## src/rtl/miriscv_lsu_pkg.sv

```systemverilog
// Shared types and helpers for the load/store unit: funct3 size codes, FSM state,
// byte-enable and store-data replication functions.
package miriscv_lsu_pkg;

  localparam logic [2:0] LSU_B  = 3'b000;
  localparam logic [2:0] LSU_H  = 3'b001;
  localparam logic [2:0] LSU_W  = 3'b010;
  localparam logic [2:0] LSU_BU = 3'b100;
  localparam logic [2:0] LSU_HU = 3'b101;

  typedef enum logic {
    StIdle,
    StWaitRvalid
  } lsu_state_t;

  // Enables beyond bit 3 fall off the top, so misaligned halves lose their upper byte.
  function automatic logic [3:0] lsu_be(input logic [2:0] size, input logic [1:0] offset);
    case (size)
      LSU_B, LSU_BU: return 4'b0001 << offset;
      LSU_H, LSU_HU: return 4'b0011 << offset;
      default:       return 4'b1111;
    endcase
  endfunction

  function automatic logic [31:0] lsu_wdata(input logic [2:0] size, input logic [31:0] data);
    case (size)
      LSU_B, LSU_BU: return {4{data[7:0]}};
      LSU_H, LSU_HU: return {2{data[15:0]}};
      default:       return data;
    endcase
  endfunction

endpackage

```

## src/rtl/miriscv_lsu_if.sv

```systemverilog
// Data-port bus between the LSU (master) and the on-chip RAM (slave).
interface miriscv_lsu_if;
  logic        data_req;
  logic        data_we;
  logic [3:0]  data_be;
  logic [31:0] data_addr;
  logic [31:0] data_wdata;
  logic        data_gnt;
  logic        data_rvalid;
  logic [31:0] data_rdata;

  modport master (
    output data_req, data_we, data_be, data_addr, data_wdata,
    input  data_gnt, data_rvalid, data_rdata
  );

  modport slave (
    input  data_req, data_we, data_be, data_addr, data_wdata,
    output data_gnt, data_rvalid, data_rdata
  );
endinterface

```

## src/rtl/miriscv_lsu_extend.sv

```systemverilog
// Load-data alignment: shift the read word down by the byte offset, then
// sign- or zero-extend according to the funct3 size code.
module miriscv_lsu_extend
  import miriscv_lsu_pkg::*;
(
  input  logic [31:0] word_i,
  input  logic [1:0]  offset_i,
  input  logic [2:0]  size_i,
  output logic [31:0] data_o
);

  logic [31:0] shifted;

  assign shifted = word_i >> {offset_i, 3'b000};

  always_comb begin
    case (size_i)
      LSU_B:   data_o = {{24{shifted[7]}}, shifted[7:0]};
      LSU_BU:  data_o = {24'b0, shifted[7:0]};
      LSU_H:   data_o = {{16{shifted[15]}}, shifted[15:0]};
      LSU_HU:  data_o = {16'b0, shifted[15:0]};
      default: data_o = shifted;
    endcase
  end

endmodule

```

## src/rtl/miriscv_lsu.sv

```systemverilog
// Load/store unit: one core request becomes one word-aligned bus transaction.
// Optional misalignment trap enabled by defining MIRISCV_LSU_MISALIGN_EXC_EN.
module miriscv_lsu
  import miriscv_lsu_pkg::*;
(
  input  logic                 clk_i,
  input  logic                 rst_n_i,
  input  logic                 lsu_req_i,
  input  logic                 lsu_we_i,
  input  logic [2:0]           lsu_size_i,
  input  logic [31:0]          lsu_addr_i,
  input  logic [31:0]          lsu_data_i,
  output logic [31:0]          lsu_data_o,
  output logic                 lsu_stall_req_o,
  output logic                 lsu_misalign_o,
  miriscv_lsu_if.master        data_if
);

  lsu_state_t  state_q, state_d;
  logic [2:0]  size_q, size_d;
  logic [1:0]  offset_q, offset_d;
  logic        misalign;
  logic [31:0] ext_data;

`ifdef MIRISCV_LSU_MISALIGN_EXC_EN
  always_comb begin
    misalign = 1'b0;
    if (lsu_req_i && (state_q == StIdle)) begin
      case (lsu_size_i)
        LSU_B, LSU_BU: misalign = 1'b0;
        LSU_H, LSU_HU: misalign = lsu_addr_i[0];
        default:       misalign = |lsu_addr_i[1:0];
      endcase
    end
  end
`else
  assign misalign = 1'b0;
`endif

  assign lsu_misalign_o     = misalign;
  assign data_if.data_we    = lsu_we_i;
  assign data_if.data_addr  = {lsu_addr_i[31:2], 2'b00};
  assign data_if.data_be    = lsu_be(lsu_size_i, lsu_addr_i[1:0]);
  assign data_if.data_wdata = lsu_wdata(lsu_size_i, lsu_data_i);

  always_ff @(posedge clk_i or negedge rst_n_i) begin
    if (!rst_n_i) begin
      state_q  <= StIdle;
      size_q   <= 3'b000;
      offset_q <= 2'b00;
    end else begin
      state_q  <= state_d;
      size_q   <= size_d;
      offset_q <= offset_d;
    end
  end

  always_comb begin
    state_d  = state_q;
    size_d   = size_q;
    offset_d = offset_q;
    unique case (state_q)
      StIdle: begin
        if (lsu_req_i && !misalign && data_if.data_gnt) begin
          state_d  = StWaitRvalid;
          size_d   = lsu_size_i;
          offset_d = lsu_addr_i[1:0];
        end
      end
      StWaitRvalid: begin
        if (data_if.data_rvalid) state_d = StIdle;
      end
      default: state_d = StIdle;
    endcase
  end

  miriscv_lsu_extend u_extend (
    .word_i   (data_if.data_rdata),
    .offset_i (offset_q),
    .size_i   (size_q),
    .data_o   (ext_data)
  );

  // Responses seen in StIdle (late or after reset) fall through untouched.
  always_comb begin
    data_if.data_req = 1'b0;
    lsu_stall_req_o  = 1'b0;
    lsu_data_o       = 32'b0;
    unique case (state_q)
      StIdle: begin
        if (lsu_req_i && !misalign) begin
          data_if.data_req = 1'b1;
          lsu_stall_req_o  = 1'b1;
        end
      end
      StWaitRvalid: begin
        lsu_stall_req_o = ~data_if.data_rvalid;
        if (data_if.data_rvalid) lsu_data_o = ext_data;
      end
      default: ;
    endcase
  end

endmodule

```

## src/flat_wrapper.sv

```systemverilog
// flat-port wrapper written by rule: the top's interface ports become plain ports
module miriscv_lsu_flat import miriscv_lsu_pkg::*;
  (clk_i, rst_n_i, lsu_req_i, lsu_we_i, lsu_size_i, lsu_addr_i, lsu_data_i, lsu_data_o, lsu_stall_req_o, lsu_misalign_o, data_if_data_req, data_if_data_we, data_if_data_be, data_if_data_addr, data_if_data_wdata, data_if_data_gnt, data_if_data_rvalid, data_if_data_rdata);
  miriscv_lsu_if data_if_i ();
  input  logic clk_i;
  input  logic rst_n_i;
  input  logic lsu_req_i;
  input  logic lsu_we_i;
  input  logic [2:0] lsu_size_i;
  input  logic [31:0] lsu_addr_i;
  input  logic [31:0] lsu_data_i;
  output logic [31:0] lsu_data_o;
  output logic lsu_stall_req_o;
  output logic lsu_misalign_o;
  output wire logic [$bits(data_if_i.data_req)-1:0] data_if_data_req;
  output wire logic [$bits(data_if_i.data_we)-1:0] data_if_data_we;
  output wire logic [$bits(data_if_i.data_be)-1:0] data_if_data_be;
  output wire logic [$bits(data_if_i.data_addr)-1:0] data_if_data_addr;
  output wire logic [$bits(data_if_i.data_wdata)-1:0] data_if_data_wdata;
  input wire logic [$bits(data_if_i.data_gnt)-1:0] data_if_data_gnt;
  input wire logic [$bits(data_if_i.data_rvalid)-1:0] data_if_data_rvalid;
  input wire logic [$bits(data_if_i.data_rdata)-1:0] data_if_data_rdata;
  assign data_if_data_req = data_if_i.data_req;
  assign data_if_data_we = data_if_i.data_we;
  assign data_if_data_be = data_if_i.data_be;
  assign data_if_data_addr = data_if_i.data_addr;
  assign data_if_data_wdata = data_if_i.data_wdata;
  assign data_if_i.data_gnt = data_if_data_gnt;
  assign data_if_i.data_rvalid = data_if_data_rvalid;
  assign data_if_i.data_rdata = data_if_data_rdata;
  miriscv_lsu u_core (.clk_i(clk_i), .rst_n_i(rst_n_i), .lsu_req_i(lsu_req_i), .lsu_we_i(lsu_we_i), .lsu_size_i(lsu_size_i), .lsu_addr_i(lsu_addr_i), .lsu_data_i(lsu_data_i), .lsu_data_o(lsu_data_o), .lsu_stall_req_o(lsu_stall_req_o), .lsu_misalign_o(lsu_misalign_o), .data_if(data_if_i));
endmodule
```

## config.mk

```make
export PLATFORM = sky130hd
export DESIGN_NAME = miriscv_lsu_flat
export DESIGN_NICKNAME = d
export VERILOG_FILES = /design/src/rtl/miriscv_lsu_pkg.sv /design/src/rtl/miriscv_lsu_if.sv /design/src/rtl/miriscv_lsu_extend.sv /design/src/rtl/miriscv_lsu.sv /design/src/flat_wrapper.sv
export SDC_FILE = /design/constraint.sdc
export NUM_CORES = 1
export LEC_CHECK = 0
export CAP_MARGIN = 20
export CORE_MARGIN = 5
export CORE_UTILIZATION = 31
export DETAILED_ROUTE_END_ITERATION = 10
export GPL_TIMING_DRIVEN = 0
export HOLD_SLACK_MARGIN = 0.1
export PLACE_DENSITY_LB_ADDON = 0.05
export REMOVE_ABC_BUFFERS = 1
export SLEW_MARGIN = 15
export SYNTH_ARGS = -nofsm -noshare
export SYNTH_HDL_FRONTEND = slang
export SYNTH_HIERARCHICAL = 1
export SYNTH_SLANG_ARGS = --single-unit
```

## constraint.sdc

```tcl
create_clock -name clk_i -period 3.73 [get_ports clk_i]
set_input_delay 0.746 -clock clk_i [delete_from_list [all_inputs] [get_ports clk_i]]
set_output_delay 0.746 -clock clk_i [all_outputs]
set_load 0.01 [all_outputs]
```

==> implementation parameters <==
Parameter                              Value

Run status
  Status    finished, final reports clean

Pwr
  Switching power summed over all nets    0.000325 W
  Areal power density over the cells    253 nW/um2
  Largest voltage drop on the vdd net    0.000210 V
  Switching portion of total power    41.0%
  Reported leakage power    1.40 nW
  Power after layout    0.000792 W
  Internal power component    0.000467 W
  Share of power burned in the clock network    12.8%
  Logic pwr share    67.9%
  Reg power frac    19.3%

Global routing
  Wire length of the first global-routing pass    11400 um
  Pin count of the biggest net entering global routing    37
  Global-route usage over all layers    18.8%
  Remaining Overflow, GRT    0
  Vias in the first global route    2165
  Number of antenna violations at the first check in global routing    0

Drt
  Wire per inst    18.4 um
  Number of DRC markers in iteration 0    60
  Number of vias after detailed routing    2133
  Total length of routed wires    7750 um
  Routed via count divided by cell count    5.05
  Remaining routing DRC violations    0
  Number of nets still failing antenna checks after routing    0
  Iteration count of the initial detailed-routing pass    4

Synthesis
  Distinct cell type count of the synthesized netlist    33
  Avg Synthesized Cell Area    7.48 um2
  #FFs+latches synth    6
  Sequential element share of the synthesized area    7.78%
  Synth Cell Area    1930 um2
  Number of cells produced by synthesis    258
  Count of yosys warnings during synthesis    6

Worst setup path
  Kind of start point of the critical path    input pin
  Category of the critical setup timing path    input pin to output port
  Maximum fanout count along the critical path    8
  Worst path max stage delay    0.50 ns
  Slowest CP cell    clkdlybuf4s50_1
  Critical register-to-register path startpoint    u_core/state_q
  Required time worst endpoint    2.98 ns
  Worst endpoint data arrival time    2.86 ns
  Ordered list of cells on the worst path    clkdlybuf4s50_1, mux2i_1, mux2i_1, a21boi_2, nor2_1, and3_1, clkdlybuf4s50_1
  Start point of the critical path    data_if_data_rdata[31]
  Sort of element at the end of the critical path    output port

Timing
  Final critical delay including setup and external delays    3.61 ns
  Worst hold slack across all endpoints    0.569 ns
  Clock Skew    0.00650 ns
  Final count of hold timing violations    0
  Number of pins exceeding their max-slew limit in the final report    0
  Final setup vio count    0
  Tcrit/Tclk final    96.7%
  Unrepaired setup endpoints after global routing    no
  Accumulated negative setup slack    0 ns
  Relative slew slack    43.1%
  Min setup slack post-route    0.122 ns
  Achievable Freq    0.277 GHz
  Slew at the pin closest to its max-slew limit    0.853 ns

Min path
  Class of the tightest hold or removal check    flop to flop
  Worst Min Path Start    u_core/size_q[2]

Clock network
  TritonCTS clock tree    built
  Max H-tree Level    1
  CTS sink cnt    6
  Clk buf depth    2
  Quantity of hold-fixing buffers added after cts    0
  Clock-pin slew reported for the worst setup and hold paths after clock tree synthesis    0.03 ns
  Clock root buffer    clkbuf_8
  Clock latency at the later pin of the worst-skew pair    0.22 ns
  Clock buffers created by TritonCTS    3

Cells and area
  Area growth, synth to finish    62.0%
  Non-filler instance count after layout    422
  Commonest cells after routing, fill and taps aside    clkdlybuf4s50_1 (141), and3_1 (32), mux2i_1 (28)
  Register cell area after layout    155 um2
  Multi-input combinational cell area    1360 um2
  Net count of the finished layout    453
  Total of fill cells in the finished design    601
  Most common cell after layout, fill and taps aside    clkdlybuf4s50_1
  Diodes inserted    0
  Proportion of layout cells with a drive suffix above 1    10.7%

Die
  I/O pin total    209
  Placeable core area    5990 um2
  Vertical die dimension    88.9 um
  Std-Cell Rows    28
  Die Span X    88.9 um
  Total Die Area    7910 um2
  Initial Utilization    32.2%

Placement
  Worst slack, placed    -0.189 ns
  HPWL after detailed placement    6060 um
  Quantity of I/O buffers inserted on ports    143
  Cell count after placement    417
  Routability cong.    0.712

Flow run
  Max-cap violations    0
## state kept, by name, summed over array words and instances (netlist names)
name / cells
u_core/size_q: 3
u_core/state_q: 1
u_core/offset_q: 2
## timing repair
item	4_1_cts	5_1_grt
buffers inserted	0	0
pin swaps	0	0
resized for setup	2	5
setup endpoints to repair	14	28
## worst paths after layout
check,endpoint,slack [ns],cells past startpoint
setup / recovery,lsu_data_o[9],0.12,7
hold / removal,u_core/size_q[2],0.57,1
setup reg to reg,u_core/size_q[2],2.05,2
hold reg to reg,u_core/size_q[2],0.57,1
max in group asynchronous,u_core/offset_q[0],2.73,1
min in group asynchronous,u_core/state_q,0.76,1
## power groups by stage
stage                     clock network, W  registers [W]  logic, W
after floorplan                          0       0.000130  0.000275
after global placement                   0       0.000151  0.000533
after detailed placement                 0       0.000152  0.000535
after CTS                         0.000103       0.000152  0.000536
after global routing              0.000108       0.000161  0.000587
final                             0.000101       0.000153  0.000538
## cells by family (layout without fill, tap and decap cells)
group,after synthesis,after routing,synth area share [%]
mux,49,49,27.7
other cells,1,3,0.194
compound gates,45,45,15.6
buf+inv,64,151,22.7
simple gates,93,93,26.1
flops,6,6,7.78
## cells in the mapped netlist (all sizes together)
master   n  area (um2)
buf     52         392
and3    32         200
mux2i   28         280
nand2   25        93.8
mux2    21         255
nor2    21        86.3
o21ai   18        97.6
a211oi  14         105
clkbuf   9        35.0
nor2b    8        50.1
a21oi    7        35.0
dfrtp    6         150
inv      3        11.3
nand2b   3        28.8
nand3b   2        27.5
o21bai   2        15.0
a211o    1        8.76
a21boi   1        11.3
a311oi   1        15.0
and3b    1        8.76
conb     1        3.75
o211ai   1        12.5
or2b     1        7.51
## metrics by stage
stage / util (%) / area (um2)
CTS: 51.5 / 3080
global route: 52.2 / 3130
detailed placement: 50.7 / 3040
finish: 52.2 / 3130
floorplan: - / 1510
global placement: 50.7 / 3040
## layout make-up
cell class                      count  area share [%]
Sequential cell                     6            4.96
Inverter                            3           0.360
Timing Repair Buffer              144            46.7
Tap cell                           75            3.00
Clock buffer                        4            1.44
Multi-Input combinational cell    190            43.5
## worst max-delay path: cells and delay by family
family / cells / cell delay [ns]
buf+inv: 2 / 0.98
mux: 2 / 0.45
compound gates: 1 / 0.40
simple gates: 2 / 0.28
## per-layer routing
layer | GRT usage [%] | wire length [um] | vias to the layer above
li1 | - | - | 1042
met1 | 22.0 | 3040 | 939
met2 | 27.1 | 3170 | 146
met3 | 14.7 | 1460 | 4
met4 | 2.61 | 17 | 2
met5 | 5.84 | 58 | -
No activity file was read; power rests on OpenSTA's default activity.
